$ cat config.mk
export PLATFORM = sky130hd
export DESIGN_NAME = load_store_unit
export DESIGN_NICKNAME = d
export VERILOG_FILES = /design/src/rtl/load_store_unit_pkg.sv /design/src/rtl/lsu_align.sv /design/src/rtl/load_store_unit.sv
export SDC_FILE = /design/constraint.sdc
export NUM_CORES = 1
export LEC_CHECK = 0
export ABC_AREA = 1
export CAP_MARGIN = 20
export CORE_MARGIN = 10
export CORE_UTILIZATION = 29
export DETAILED_ROUTE_END_ITERATION = 7
export GPL_TIMING_DRIVEN = 0
export PLACE_DENSITY_LB_ADDON = 0.08
export SLEW_MARGIN = 20
export SYNTH_ARGS = -nofsm -noshare
export SYNTH_HDL_FRONTEND = slang
export SYNTH_SLANG_ARGS = --single-unit
$ cat constraint.sdc
create_clock -name clk -period 8.8 [get_ports clk]
set_clock_uncertainty 0.1 [all_clocks]
set_input_delay 1.76 -clock clk [delete_from_list [all_inputs] [get_ports clk]]
set_output_delay 1.76 -clock clk [all_outputs]
set_load 0.01 [all_outputs]
$ cat src/rtl/load_store_unit_pkg.sv
// rtl/load_store_unit_pkg.sv - shared FSM states, funct3 encodings and access-size helpers
package load_store_unit_pkg;

  typedef enum logic [1:0] {ST_IDLE, ST_REQ, ST_WAIT, ST_RESP} lsu_state_e;
  typedef enum logic [1:0] {SZ_BYTE, SZ_HALF, SZ_WORD} lsu_size_e;

  localparam logic [2:0] F3_LB  = 3'b000;
  localparam logic [2:0] F3_LH  = 3'b001;
  localparam logic [2:0] F3_LW  = 3'b010;
  localparam logic [2:0] F3_LBU = 3'b100;
  localparam logic [2:0] F3_LHU = 3'b101;
  localparam logic [2:0] F3_SB  = 3'b000;
  localparam logic [2:0] F3_SH  = 3'b001;
  localparam logic [2:0] F3_SW  = 3'b010;

  // Unrecognised funct3 encodings fall back to a full-word access.
  function automatic lsu_size_e access_size(input logic [2:0] funct3, input logic is_store);
    lsu_size_e sz;
    sz = SZ_WORD;
    if (is_store) begin
      case (funct3)
        F3_SB:   sz = SZ_BYTE;
        F3_SH:   sz = SZ_HALF;
        F3_SW:   sz = SZ_WORD;
        default: sz = SZ_WORD;
      endcase
    end else begin
      case (funct3)
        F3_LB, F3_LBU: sz = SZ_BYTE;
        F3_LH, F3_LHU: sz = SZ_HALF;
        F3_LW:         sz = SZ_WORD;
        default:       sz = SZ_WORD;
      endcase
    end
    return sz;
  endfunction

  function automatic logic is_misaligned(input logic [2:0] funct3, input logic is_store,
                                         input logic [1:0] offset);
    lsu_size_e sz;
    sz = access_size(funct3, is_store);
    return ((sz == SZ_HALF) && offset[0]) || ((sz == SZ_WORD) && (offset != 2'b00));
  endfunction

endpackage

$ cat src/rtl/lsu_align.sv
// rtl/lsu_align.sv - store lane alignment / byte enables and load extraction with sign handling
module lsu_align
  import load_store_unit_pkg::*;
#(
  parameter int DWIDTH = 32
) (
  input  logic [2:0]        funct3_i,
  input  logic              is_store_i,
  input  logic [1:0]        offset_i,
  input  logic [DWIDTH-1:0] wdata_i,
  input  logic [DWIDTH-1:0] rdata_i,
  output logic [3:0]        be_o,
  output logic [DWIDTH-1:0] wdata_o,
  output logic [DWIDTH-1:0] load_o
);

  lsu_size_e   size;
  logic        load_signed;
  logic [7:0]  rd_byte;
  logic [15:0] rd_half;

  always_comb begin
    size        = access_size(funct3_i, is_store_i);
    load_signed = !funct3_i[2];
    rd_byte     = rdata_i[{offset_i, 3'b000} +: 8];
    rd_half     = rdata_i[{offset_i[1], 4'b0000} +: 16];
    be_o        = 4'b1111;
    wdata_o     = wdata_i;
    load_o      = rdata_i;
    if (is_store_i) begin
      case (size)
        SZ_BYTE: begin
          be_o    = 4'b0001 << offset_i;
          wdata_o = {(DWIDTH/8){wdata_i[7:0]}};
        end
        SZ_HALF: begin
          be_o    = 4'b0011 << offset_i;
          wdata_o = {(DWIDTH/16){wdata_i[15:0]}};
        end
        default: ;
      endcase
    end
    case (size)
      SZ_BYTE: load_o = {{(DWIDTH-8){load_signed & rd_byte[7]}}, rd_byte};
      SZ_HALF: load_o = {{(DWIDTH-16){load_signed & rd_half[15]}}, rd_half};
      default: ;
    endcase
  end

endmodule

$ cat src/rtl/load_store_unit.sv
// rtl/load_store_unit.sv - MEM-stage load/store unit: single outstanding access, pipeline stall, misalignment detect
module load_store_unit
  import load_store_unit_pkg::*;
#(
  parameter int AWIDTH = 32,
  parameter int DWIDTH = 32
) (
  input  logic              clk,
  input  logic              reset,
  input  logic              req_valid_i,
  output logic              req_ready_o,
  input  logic              is_load_i,
  input  logic              is_store_i,
  input  logic [2:0]        funct3_i,
  input  logic [AWIDTH-1:0] addr_i,
  input  logic [DWIDTH-1:0] wdata_i,
  input  logic [4:0]        rd_i,
  output logic              mem_req_o,
  output logic              mem_we_o,
  output logic [AWIDTH-1:0] mem_addr_o,
  output logic [3:0]        mem_be_o,
  output logic [DWIDTH-1:0] mem_wdata_o,
  input  logic              mem_gnt_i,
  input  logic              mem_rvalid_i,
  input  logic [DWIDTH-1:0] mem_rdata_i,
  output logic              resp_valid_o,
  output logic [DWIDTH-1:0] resp_data_o,
  output logic [4:0]        resp_rd_o,
  output logic              stall_o,
  output logic              misaligned_o
);

  lsu_state_e        state_q, state_d;
  logic              is_store_q, is_store_d;
  logic [2:0]        funct3_q, funct3_d;
  logic [AWIDTH-1:0] addr_q, addr_d;
  logic [DWIDTH-1:0] wdata_q, wdata_d;
  logic [DWIDTH-1:0] rdata_q, rdata_d;
  logic [4:0]        rd_q, rd_d;
  logic              misaligned_q, misaligned_d;

  logic              accept, access_misaligned, in_req, in_resp;
  logic [3:0]        be;
  logic [DWIDTH-1:0] wdata_aligned, load_data;

  always_comb begin
    state_d           = state_q;
    is_store_d        = is_store_q;
    funct3_d          = funct3_q;
    addr_d            = addr_q;
    wdata_d           = wdata_q;
    rdata_d           = rdata_q;
    rd_d              = rd_q;
    accept            = req_valid_i && (state_q == ST_IDLE) && (is_load_i || is_store_i);
    access_misaligned = is_misaligned(funct3_i, is_store_i, addr_i[1:0]);
    misaligned_d      = accept && access_misaligned;
    if (accept) begin
      is_store_d = is_store_i;
      funct3_d   = funct3_i;
      addr_d     = addr_i;
      wdata_d    = wdata_i;
      rd_d       = rd_i;
    end
    case (state_q)
      ST_IDLE: if (accept && !access_misaligned) state_d = ST_REQ;
      ST_REQ:  if (mem_gnt_i) state_d = is_store_q ? ST_IDLE : ST_WAIT;
      ST_WAIT: begin
        if (mem_rvalid_i) begin
          state_d = ST_RESP;
          rdata_d = mem_rdata_i;
        end
      end
      ST_RESP: state_d = ST_IDLE;
      default: state_d = ST_IDLE;
    endcase
  end

  always_ff @(posedge clk or posedge reset) begin
    if (reset) begin
      state_q      <= ST_IDLE;
      is_store_q   <= 1'b0;
      funct3_q     <= '0;
      addr_q       <= '0;
      wdata_q      <= '0;
      rdata_q      <= '0;
      rd_q         <= '0;
      misaligned_q <= 1'b0;
    end else begin
      state_q      <= state_d;
      is_store_q   <= is_store_d;
      funct3_q     <= funct3_d;
      addr_q       <= addr_d;
      wdata_q      <= wdata_d;
      rdata_q      <= rdata_d;
      rd_q         <= rd_d;
      misaligned_q <= misaligned_d;
    end
  end

  lsu_align #(.DWIDTH(DWIDTH)) u_align (
    .funct3_i  (funct3_q),
    .is_store_i(is_store_q),
    .offset_i  (addr_q[1:0]),
    .wdata_i   (wdata_q),
    .rdata_i   (rdata_q),
    .be_o      (be),
    .wdata_o   (wdata_aligned),
    .load_o    (load_data)
  );

  // Bus and response fields are zeroed outside their valid phase so idle outputs stay quiet.
  assign in_req       = (state_q == ST_REQ);
  assign in_resp      = (state_q == ST_RESP);
  assign req_ready_o  = (state_q == ST_IDLE);
  assign mem_req_o    = in_req;
  assign mem_we_o     = in_req && is_store_q;
  assign mem_addr_o   = in_req ? {addr_q[AWIDTH-1:2], 2'b00} : '0;
  assign mem_be_o     = in_req ? be : '0;
  assign mem_wdata_o  = in_req ? wdata_aligned : '0;
  assign resp_valid_o = in_resp;
  assign resp_data_o  = in_resp ? load_data : '0;
  assign resp_rd_o    = in_resp ? rd_q : '0;
  assign stall_o      = (state_q != ST_IDLE) || (accept && !access_misaligned);
  assign misaligned_o = misaligned_q;

endmodule

## After elaboration in Yosys (flattened, before gate mapping)

Index checks and enable logic that the tools add are counted.

- Equality and inequality tests: 15
- Shift operators: 4
- Multiplexer cells: 21
- Bitwise logic cells: 2
- Reduce and logical (&&, ||, !) cells: 24

Operators by type and width:

| operator | number |
|---|---|
| two-way mux 32 bit | 4 |
| one-hot mux 32 bit (2 select lines) | 2 |
| indexed part select 32 x 6 -> 16 bit | 1 |
| indexed part select 32 x 6 -> 8 bit | 1 |
| one-hot mux 2 bit (2 select lines) | 4 |
| equality test 3 bit, second input constant | 4 |
| two-way mux 2 bit | 6 |
| two-way mux 4 bit | 2 |
| one-hot mux 2 bit (4 select lines) | 1 |
| one-hot mux 4 bit (2 select lines) | 1 |
| OR reduction 2 bit | 4 |
| logical AND 1 bit | 7 |
| equality test 2 x 1 -> 1 bit, second input constant | 3 |
| equality test 2 bit, second input constant | 3 |
| equality test 3 x 1 -> 1 bit, second input constant | 2 |
| zero test 3 bit | 2 |
| two-way mux 5 bit | 1 |
| zero test 2 bit | 2 |
| inequality test 2 bit, second input constant | 2 |
| nonzero test 2 bit | 2 |
| left shift 1 x 2 -> 4 bit, first input constant | 1 |
| left shift 2 x 2 -> 4 bit, first input constant | 1 |
| logical OR 1 bit | 3 |
| AND reduction 3 bit | 1 |
| other kinds (4) | 6 |

- Register bits: 108
- Input port bits: 111
- Output and inout port bits: 111

## Depth between registers and ports, before layout

- Word-level depth: 11
- Mapped depth: 11
- Depth with buffers taken out: 9

## By module

A second synthesis with hierarchy kept.

- Cells, all modules: 876
- Area total of the unflattened synthesis: 6311.1 µm²

Modules (own cells, without submodules):

| module | times used | cells each | area an instance (µm²) | seq. area each (µm²) |
|---|---|---|---|---|
| load_store_unit | 1 | 592 | 4902.2 | 2702.6 |
| lsu_align | 1 | 284 | 1408.9 | 0.0 |

## Least setup slack after synthesis

OpenSTA, ideal clock, no wires.

- Path kind: input -> output
- Start point: input is_load_i
- End point: output stall_o
- Data arrival time: 2405 ps
- Data required time: 6940 ps
- Setup slack: 4535 ps
- Stages: 6
- Cells stage by stage: or2_1 nand2_1 nor2_2 buf_2 nand2_1 nand2_1

- Cells in the longest elaborated chain, start to end: 4

Ends and longest elaborated chain:

| item | line | RTL |
|---|---|---|
| from (decl) | load_store_unit.sv:12 | `input logic is_load_i,` |
| logical OR 1 bit | load_store_unit.sv:54 | `accept = req_valid_i && (state_q == ST_IDLE) && (is_load_i \|\| is_store_i);` |
| logical AND 1 bit | load_store_unit.sv:54 |  |
| logical AND 1 bit | load_store_unit.sv:123 | `assign stall_o = (state_q != ST_IDLE) \|\| (accept && !access_misaligned);` |
| logical OR 1 bit | load_store_unit.sv:123 |  |
| to (decl) | load_store_unit.sv:29 | `output logic stall_o,` |

Every way passes these cells.

## Worst setup path after layout

- Start point: input is_store_i
- End point: output stall_o

- Cells in the longest elaborated chain, start to end: 7

Ends and longest elaborated chain:

| item | line | RTL |
|---|---|---|
| from (decl) | load_store_unit.sv:13 | `input logic is_store_i,` |
| two-way mux 2 bit | load_store_unit_pkg.sv:20 | `if (is_store) begin` |
| equality test 2 x 1 -> 1 bit or equality test 2 bit (tied branches) | load_store_unit_pkg.sv:42 | `return ((sz == SZ_HALF) && offset[0]) \|\| ((sz == SZ_WORD) && (offset != 2'b00));` |
| logical AND 1 bit | load_store_unit_pkg.sv:42 |  |
| logical OR 1 bit | load_store_unit_pkg.sv:42 |  |
| zero test 1 bit | load_store_unit.sv:123 |  |
| logical AND 1 bit * | load_store_unit.sv:123 |  |
| logical OR 1 bit * | load_store_unit.sv:123 |  |

Mark *: on every way between the ends. The rest lies on a longest branch, timed or not.

==> impl_metrics.yaml <==
status:
  outcome: "completed"
worst_setup_path:
  critical_path_class: "in2out"
  cp-start-kind: "input port"
  worst-r2r-cell-count: 7
  required_ps: 6940
  cp_cell_sequence: "clkdlybuf4s50_1 -> or2_1 -> nand2_1 -> nor2_2 -> buf_2 -> nand2_1 -> nand2_1 -> clkdlybuf4s50_1"
  timing.critical_path.mode_cell: "nand2_1"
  path_delay_family: "buffers and inverters"
  slowest_delay_ps: 580
  crit_cells: 8
  end_kind: "primary output"
  cp.arrival_ps: 3710
  cp_max_fo: 10
  cp_num_buf_inv: 3
  cpMaxStageDelayCell: "clkdlybuf4s50_1"
logic_synthesis:
  synth_cell_types: 31
  synth_area_um2: 5625
  synth_top_family_by_area: "simple AND/OR/NAND/NOR gates"
  synth_top_area_frac: 0.4804
  synth_area_leaders: "dfrtp_1 48%, nand2_1 12%, o21ai_0 8.3%"
  synthFlopType: "dfrtp_1"
  synthAdderAreaFrac: 0
  synthSimpleGateAreaFrac: 0.2322
  yosysSeqAreaShare: 0.4804
  yosys_register_bits: 108
  netlist_instances: 731
  synth_compound_area_frac: 0.1401
  muxShareOfSynthArea: 0.04604
  synth-xor-area-share: 0
  synth_edf_count: 0
  synth_top_cell_by_area: "dfrtp_1"
  async_flop_share: 1.000
  avgSynthCellArea_um2: 7.695
  yosys_warnings: 0
clocking:
  cts_tree: "done"
  clk_pin_slew_ps: 70
  cts_buffers: 9
  clock_sinks: 108
  cts_max_path_buffers: 2
  postCtsHoldBufs: 0
  worstSkewPairLatency_ps: 350
  htreeDepth: 3
  cts_setup_buffers: 0
  ctsResizeCount: 0
  cts_root_buf: "clkbuf_16"
die:
  ios: 222
  die_h_um: 159.3
  die_area_um2: 25370
  start_util: 0.2977
  rows: 50
  die_width_um: 159.3
  design.core.area_um2: 18890
place:
  post-place-cells: 1212
  io_buffers: 219
  gp_congestion: 0.8530
  place_hpwl_mm: 16.62
hold_path:
  hold_depth: 2
  holdCritPathClass: "reg2reg"
power:
  swShare: 0.4258
  leakagePower_nw: 3.927
  power_mw: 2.813
  powerDensity_nw_per_um2: 331.8
  power.switching_mw: 1.198
  seqPwrFrac: 0.311
  internal_power_mw: 1.615
  power_frac_comb: 0.541
  clockPowerShare: 0.149
  ir_worst_vdd_uv: 118.2
sta:
  max_freq_ghz: 0.1795
  whs_ps: 378.7
  maxSlewHeadroom: 0.5754
  fin_crit_sh: 0.6332
  finalSetupTns_ps: 0
  final-setup-viol-count: 0
  rsz0062_at_grt: "no"
  hold_viol: 0
  drv_slew: 0
  tightest_slew_ps: 634.5
  period_needed_ps: 5572
job:
  cap_violations: 0
cells_and_area:
  final_common_cell: "clkdlybuf4s50_1"
  drive_above_1_share: 0.08790
  nets: 1074
  finalNonFillerCells: 1227
  diodes: 0
  final_cell_mix: "219 x clkdlybuf4s50_1, 185 x nand2_1, 108 x dfrtp_1"
  syn2layout_area_growth_pct: 50.73
routing:
  drtIter0Drc: 306
  firstDrtPassIters: 5
  vias: 5422
  wirelength_mm: 20.82
  ant_nets: 0
  drc: 0
  drt-wirelength-per-cell_um: 16.97
  viasPerCell: 4.419
global_route:
  grt_start_max_net_pins: 61
  grt_pass1_vias: 5617
  grt_pass1_wl_mm: 32.73
  grt_overflow: 0
  track_usage: 0.1616
  antenna_found_initial: 0
cell usage after synthesis (5+ instances only):
library cell	instances
a21oi_1	35
buf_1	5
buf_2	23
clkbuf_1	7
dfrtp_1	108
inv_1	90
inv_2	5
mux2_2	23
nand2_1	185
nand3_1	23
nor2_1	93
o21a_1	7
o21ai_0	93
o22ai_1	7
through the flow:
stage,setup slack [ps],area (um^2),util
6_report,3228,8479,0.4488
3_3_place_gp,2136,8147,0.4312
4_1_cts,3188,8479,0.4488
2_1_floorplan,4094,5629,-
5_1_grt,3121,8479,0.4488
3_5_place_dp,3193,8179,0.4329
worst paths after layout:
kind                                  start  slack (ps)          end
worst max register to register   state_q[0]        7070  funct3_q[0]
min in group asynchronous             reset        1760  rdata_q[17]
worst max-delay path             is_store_i        3230      stall_o
worst min-delay path            wdata_q[22]         380  wdata_q[22]
worst min register to register  wdata_q[22]         380  wdata_q[22]
max in group asynchronous             reset        6180  wdata_q[28]
power groups by stage:
stage               clock [mW]  sequential (mW)  combinational (mW)
floorplan                    0            0.832               0.878
finish                   0.419            0.874                1.52
global route             0.453            0.902                1.69
detailed placement           0            0.885                1.53
CTS                      0.433            0.877                1.54
global placement             0            0.883                1.53
cell type report:
class                      instances  area, um^2
multi-input combinational        488        2361
timing repair buffer             220        2220
buffer                            40       205.2
inverter                          96       365.4
clock inverter                     5       61.31
tap                              260       325.3
fill                            1966       10410
sequential                       108        2703
clock buffer                      10       239.0
tightest hold or removal path, stage by stage, from the launching register on:
cell	delay, ps
dfrtp_1	340
nand2_1	50
nand2_1	50
routing by layer:
metal	routed length, um	track usage
met1	8846	0.1926
met2	10200	0.2772
met3	1521	0.04983
met4	246	0.03917
met5	0	0
cells by family (layout without fill, tap and decap cells):
family          after synthesis  count (layout)
simple gates                314             314
compound gates              149             149
buf+inv                     136             371
flops                       108             108
mux                          23              23
other cells                   1               2
state kept, by name, indices dropped and copies added, names as in the netlist, named ones only:
signal and flops:
addr_q 32, funct3_q 3, is_store_q 1, misaligned_o 1, rd_q 5, rdata_q 32, state_q 1, wdata_q 32
Note: power is estimated with default switching activity, not from simulation.
==> edit 1 (config.mk and constraints unchanged) <==
Re-encode `lsu_state_e` (4 states) as Gray code, 2 bits wide.
--- a/src/rtl/load_store_unit_pkg.sv
+++ b/src/rtl/load_store_unit_pkg.sv
@@ -1,7 +1,7 @@
 // rtl/load_store_unit_pkg.sv - shared FSM states, funct3 encodings and access-size helpers
 package load_store_unit_pkg;
 
-  typedef enum logic [1:0] {ST_IDLE, ST_REQ, ST_WAIT, ST_RESP} lsu_state_e;
+  typedef enum logic [1:0] {ST_IDLE = 2'b00, ST_REQ = 2'b01, ST_WAIT = 2'b11, ST_RESP = 2'b10} lsu_state_e;
   typedef enum logic [1:0] {SZ_BYTE, SZ_HALF, SZ_WORD} lsu_size_e;
 
   localparam logic [2:0] F3_LB  = 3'b000;
Formal check against the unedited RTL: same outputs for any inputs over 10 cycles, from zero or initial values and one cycle with reset high; not proved beyond that.
==> edit 1 against the original RTL <==
Total power rose by 2.3%. Routed wire length fell by 1.0%. Global-route usage rose by 0.070 points. Via count barely moved. Setup slack improved by 0.0013 ns. Count of clock-buffer cells in the layout did not move. Sequential cell count did not move. Non-clock buffer count fell by 1. Critical path depth did not move. Cell area fell by 1.2%. Synthesized area fell by 1.1%.
==> edit 1: results (changes against the original RTL) <==
[clock_network]
post_cts_buffers=0  ; unchanged
clk_pin_slew_ns=0.07  ; about the same
clock_latency_ns=0.35  ; about the same
htreeDepth=3  ; unchanged
cts_buffer_depth=2  ; unchanged
cts_buffers=9  ; unchanged
cts_resized=0  ; unchanged
root_buffer=clkbuf_16  ; unchanged

[worst_setup_path]
crit_fanout=10  ; unchanged
cp_slowest_cell=clkdlybuf4s50_1  ; unchanged
critPathMaxStageDelay_ns=0.57
critPathArrivalTime_ns=3.71  ; about the same

[power_and_ir_drop]
ir_drop_mv=0.113  ; was 0.118 mV
p_switching_mw=1.25  ; was 1.20 mW
leakagePower_nw=3.89  ; was 3.93 nW

[run_status]
outcome=complete, no violations  ; unchanged

[drt]
drt_iter0_markers=283  ; was 306
dr.pass1.iters=5  ; unchanged
vias_per_cell=4.51  ; was 4.42
routed_wl_mm=20.6  ; was 20.8 mm

[global_routing]
grt_pass1_vias=5498  ; was 5,617
grt_usage_pct=16.2  ; about the same
grt_first_pass_wirelength_mm=31.4  ; was 32.7 mm
grt_max_degree=65  ; was 61
antenna_found_initial=0  ; unchanged

[synth]
async_flop_share_pct=100  ; unchanged
synth_fa_ha_area_share_pct=0  ; unchanged
ys_seq_area_share_pct=48.6  ; was 48.0%
synthMuxAreaShare_pct=4.66  ; was 4.60%
synth_most_common_cell=nand2_1  ; unchanged
synth_xor_area_share_pct=0  ; unchanged
yosys-top-cells-area=dfrtp_1 49%, nand2_1 12%, o21ai_0 8.3%  ; was dfrtp_1 48%, nand2_1 12%, o21ai_0 8.3%
synth_top_flop_cell=dfrtp_1  ; unchanged
synth_commonest_cells=184 x nand2_1, 108 x dfrtp_1, 97 x nor2_1, 93 x inv_1, 92 x o21ai_0  ; was 185 x nand2_1, 108 x dfrtp_1, 93 x nor2_1, 93 x o21ai_0, 90 x inv_1
ys_types=27  ; was 31
synth-compound-area-share_pct=14.3  ; was 14.0%
yosysWarnings=0  ; unchanged
synthCells=731  ; unchanged

[final_layout]
top_regs=addr_q x32, rdata_q x32, wdata_q x32  ; unchanged
drive_above_1_share_pct=7.13  ; was 8.79%
design.final.nets=1074  ; unchanged
final_cells=1204  ; was 1,227

[place]
port_buffers=219  ; unchanged
place_congestion=0.825  ; was 0.853
place_area_mm2=0.00808  ; was 0.00818 mm^2
dp_hpwl_mm=16.6  ; about the same

[timing]
worst_pin_slew_ns=0.611  ; was 0.634 ns

[hold_path]
hold_class=reg -> reg  ; unchanged

## edit 1: cell types whose count changed after synthesis, moves of 2 or more
cell and delta:
buf_6 -2, clkbuf_1 +11, buf_2 -7, inv_1 +3
nor2_1 +4, nand2_4 -2, buf_1 -2, inv_2 -3
## edit 1: layout make-up
| cell class | instances | area [um^2] |
|---|---|---|
| Clock buffer | 10 | 239 |
| Timing Repair Buffer | 220 | 2220 |
| Antenna cell | 2 | 5.00 |
| Sequential cell | 108 | 2700 |
| Inverter | 97 | 369 |
| Tap cell | 234 | 293 |
| Fill cell | 2002 | 10400 |
| Clock inverter | 6 | 47.5 |
| Buffer | 39 | 174 |
| Multi-Input combinational cell | 488 | 2320 |
## edit 1: layer usage
metal	wire, um	GRT usage [%]
met5	0	0
met3	1660	5.61
met4	193	4.01
met2	10000	27.1
met1	8720	19.6
## edit 1: cells by family (layout without fill, tap and decap cells)
family	Yosys count	after routing
simple gates	313	313
compound gates	150	150
buf+inv	136	372
flops	108	108
mux	23	23
other cells	1	4
## edit 1: power groups by stage
stage                     clock (mW)  combinational, mW  sequential [mW]
after global placement             0               1.63            0.881
after floorplan                    0              0.896            0.829
final                          0.394               1.61            0.872
after detailed placement           0               1.63            0.883
after CTS                      0.408               1.64            0.875
after global routing           0.429               1.81            0.902
## edit 1: worst paths after layout
path / cells past startpoint / end / slack [ns] / startpoint
worst max-delay path: 8 / stall_o / 3.23 / is_store_i
worst min-delay path: 2 / wdata_q[31] / 0.37 / wdata_q[31]
worst max register to register: 6 / funct3_q[1] / 6.77 / state_q[1]
worst min register to register: 2 / wdata_q[31] / 0.37 / wdata_q[31]
max in group asynchronous: 3 / rdata_q[10] / 6.23 / reset
min in group asynchronous: 2 / addr_q[15] / 1.70 / reset
## edit 1: stage by stage
| step | total power [mW] | setup slack (ns) |
|---|---|---|
| final | 2.88 | 3.23 |
| after global placement | 2.51 | 2.17 |
| after CTS | 2.92 | 3.17 |
| after global routing | 3.14 | 3.00 |
| after detailed placement | 2.51 | 3.17 |
| after floorplan | 1.73 | 4.09 |
## edit 1: critical path, delay by kind of cell
family	cells	cell delay, ns
buffers and inverters	3	1.36
AND/OR/NAND/NOR	5	0.60
==> edit 2 (same flow settings) <==
Made on the original files. Change the parameter `AWIDTH` from 32 to 48.
--- a/src/rtl/load_store_unit.sv
+++ b/src/rtl/load_store_unit.sv
@@ -2,7 +2,7 @@
 module load_store_unit
   import load_store_unit_pkg::*;
 #(
-  parameter int AWIDTH = 32,
+  parameter int AWIDTH = 48,
   parameter int DWIDTH = 32
 ) (
   input  logic              clk,
Ports: changed (resized addr_i and mem_addr_o); port bits go from 222 to 254. The function was not compared with the original's and may differ.
==> edit 2 against the original RTL <==
Utilization up 1.5 points. Synthesized area up 12%. Cell area up 16%. Total power up 22%. Via count up 15%. Non-clock buffer count up 37. Routed wire length up 18%. Sequential cell count up 16. Combinational power up 11%. Hold slack worse by 0.0011 ns. Global-route usage up 1.2 points. First-iteration DRC count up 22%. Setup slack worse by 0.087 ns. Count of clock-buffer cells in the layout up 8. Critical endpoint unchanged.
==> edit 2: results (changes against the original RTL) <==
[run_status]
outcome=complete, no violations  ; unchanged

[synth]
ys_seq_area_share_pct=49.4  ; was 48.0%
synth_commonest_cells=195 x nand2_1, 124 x dfrtp_1, 108 x inv_1, 100 x nor2_1, 83 x o21ai_0  ; was 185 x nand2_1, 108 x dfrtp_1, 93 x nor2_1, 93 x o21ai_0, 90 x inv_1
yosys-top-cells-area=dfrtp_1 49%, nand2_1 12%, o21ai_0 6.6%  ; was dfrtp_1 48%, nand2_1 12%, o21ai_0 8.3%
yosysWarnings=0  ; unchanged
synth_fa_ha_area_share_pct=0  ; unchanged
synth-compound-area-share_pct=14.2  ; was 14.0%
synth_top_area_share_pct=49.4  ; was 48.0%
synthMuxAreaShare_pct=4.13  ; was 4.60%
ys_types=29  ; was 31
async_flop_share_pct=100  ; unchanged

[global_routing]
grt_usage_pct=17.3  ; was 16.2%
use_met3_pct=7.21  ; was 4.98%
antenna_found_initial=5  ; was 0
globalRouteMet1Util_pct=21.5  ; was 19.3%
grt_max_degree=75  ; was 61
use_met2_pct=26.8  ; was 27.7%
grt_pass1_vias=6424  ; was 5,617
grt_first_pass_wirelength_mm=38.4  ; was 32.7 mm

[drt]
topRoutingLayerUsed=met5  ; was met4
wl_met3_mm=2.27  ; was 1.52 mm
wl_met2_mm=11.1  ; was 10.2 mm
dr.pass1.iters=5  ; unchanged
wl_met1_mm=10.8  ; was 8.85 mm
routed_wl_mm=24.5  ; was 20.8 mm
drt_iter0_markers=373  ; was 306
num_vias=6260  ; was 5,422

[place]
place_congestion=0.875  ; was 0.853
dp_hpwl_mm=18.9  ; was 16.6 mm
port_buffers=251  ; was 219
pre_cts_slack_ns=3.15  ; was 3.19 ns

[clock_network]
clk_pin_slew_ns=0.06
clock_latency_ns=0.41  ; was 0.35 ns
cts_buffers=17  ; was 9
cts_resized=0  ; unchanged
htreeDepth=4  ; was 3
cts_buffer_depth=2  ; unchanged

[power_and_ir_drop]
leakagePower_nw=4.50  ; was 3.93 nW
ir_drop_mv=0.131  ; was 0.118 mV

[worst_setup_path]
critPathMaxStageDelay_ns=0.60  ; was 0.58 ns
critPathArrivalTime_ns=3.80  ; was 3.71 ns
cp_slowest_cell=clkdlybuf4s50_1  ; unchanged
critPathTopFamily=buffers and inverters  ; unchanged

[timing]
max_slew_margin_pct=60.3  ; was 57.5%

[final_layout]
drive_above_1_share_pct=10.1  ; was 8.79%
top_regs=addr_q x48, rdata_q x32, wdata_q x32  ; was addr_q x32, rdata_q x32, wdata_q x32
design.final.nets=1214  ; was 1,074

[edit 2: layout make-up]
| cell class | count | area [um^2] |
|---|---|---|
| Buffer | 45 | 216 |
| Antenna cell | 3 | 7.51 |
| Sequential cell | 124 | 3100 |
| Clock buffer | 18 | 439 |
| Fill cell | 2178 | 11300 |
| Inverter | 115 | 439 |
| Timing Repair Buffer | 252 | 2540 |
| Tap cell | 275 | 344 |
| Multi-Input combinational cell | 532 | 2530 |
| Clock inverter | 13 | 190 |
[edit 2: power breakdown]
| part | leakage, nW | switching [mW] | internal (mW) |
|---|---|---|---|
| clock network | 0.295 | 0.275 | 0.482 |
| logic | 2.71 | 0.971 | 0.717 |
| registers | 1.50 | 0.139 | 0.845 |
| total | 4.50 | 1.38 | 2.04 |
[edit 2: per-stage QoR]
stage | hold slack [ns] | total power [mW] | util, % | area (um^2) | cells
after CTS | 0.380 | 3.47 | 46.3 | 9800 | 1374
after global routing | 0.429 | 3.70 | 46.4 | 9810 | 1376
final | 0.378 | 3.43 | 46.4 | 9810 | 1377
after floorplan | 0.342 | 1.89 | - | 6280 | 816
after detailed placement | 0.363 | 2.69 | 43.4 | 9170 | 1343
after global placement | 0.361 | 2.68 | 43.2 | 9140 | 1342
[edit 2: worst paths after layout]
check | cells past startpoint | slack (ns) | startpoint | end
max | 8 | 3.14 | is_store_i | stall_o
min | 2 | 0.38 | wdata_q[23] | wdata_q[23]
max reg2reg | 6 | 6.92 | flip-flop | flip-flop
min reg2reg | 2 | 0.38 | wdata_q[23] | wdata_q[23]
max in group asynchronous | 3 | 6.25 | reset | rdata_q[17]
min in group asynchronous | 2 | 1.65 | reset | addr_q[26]
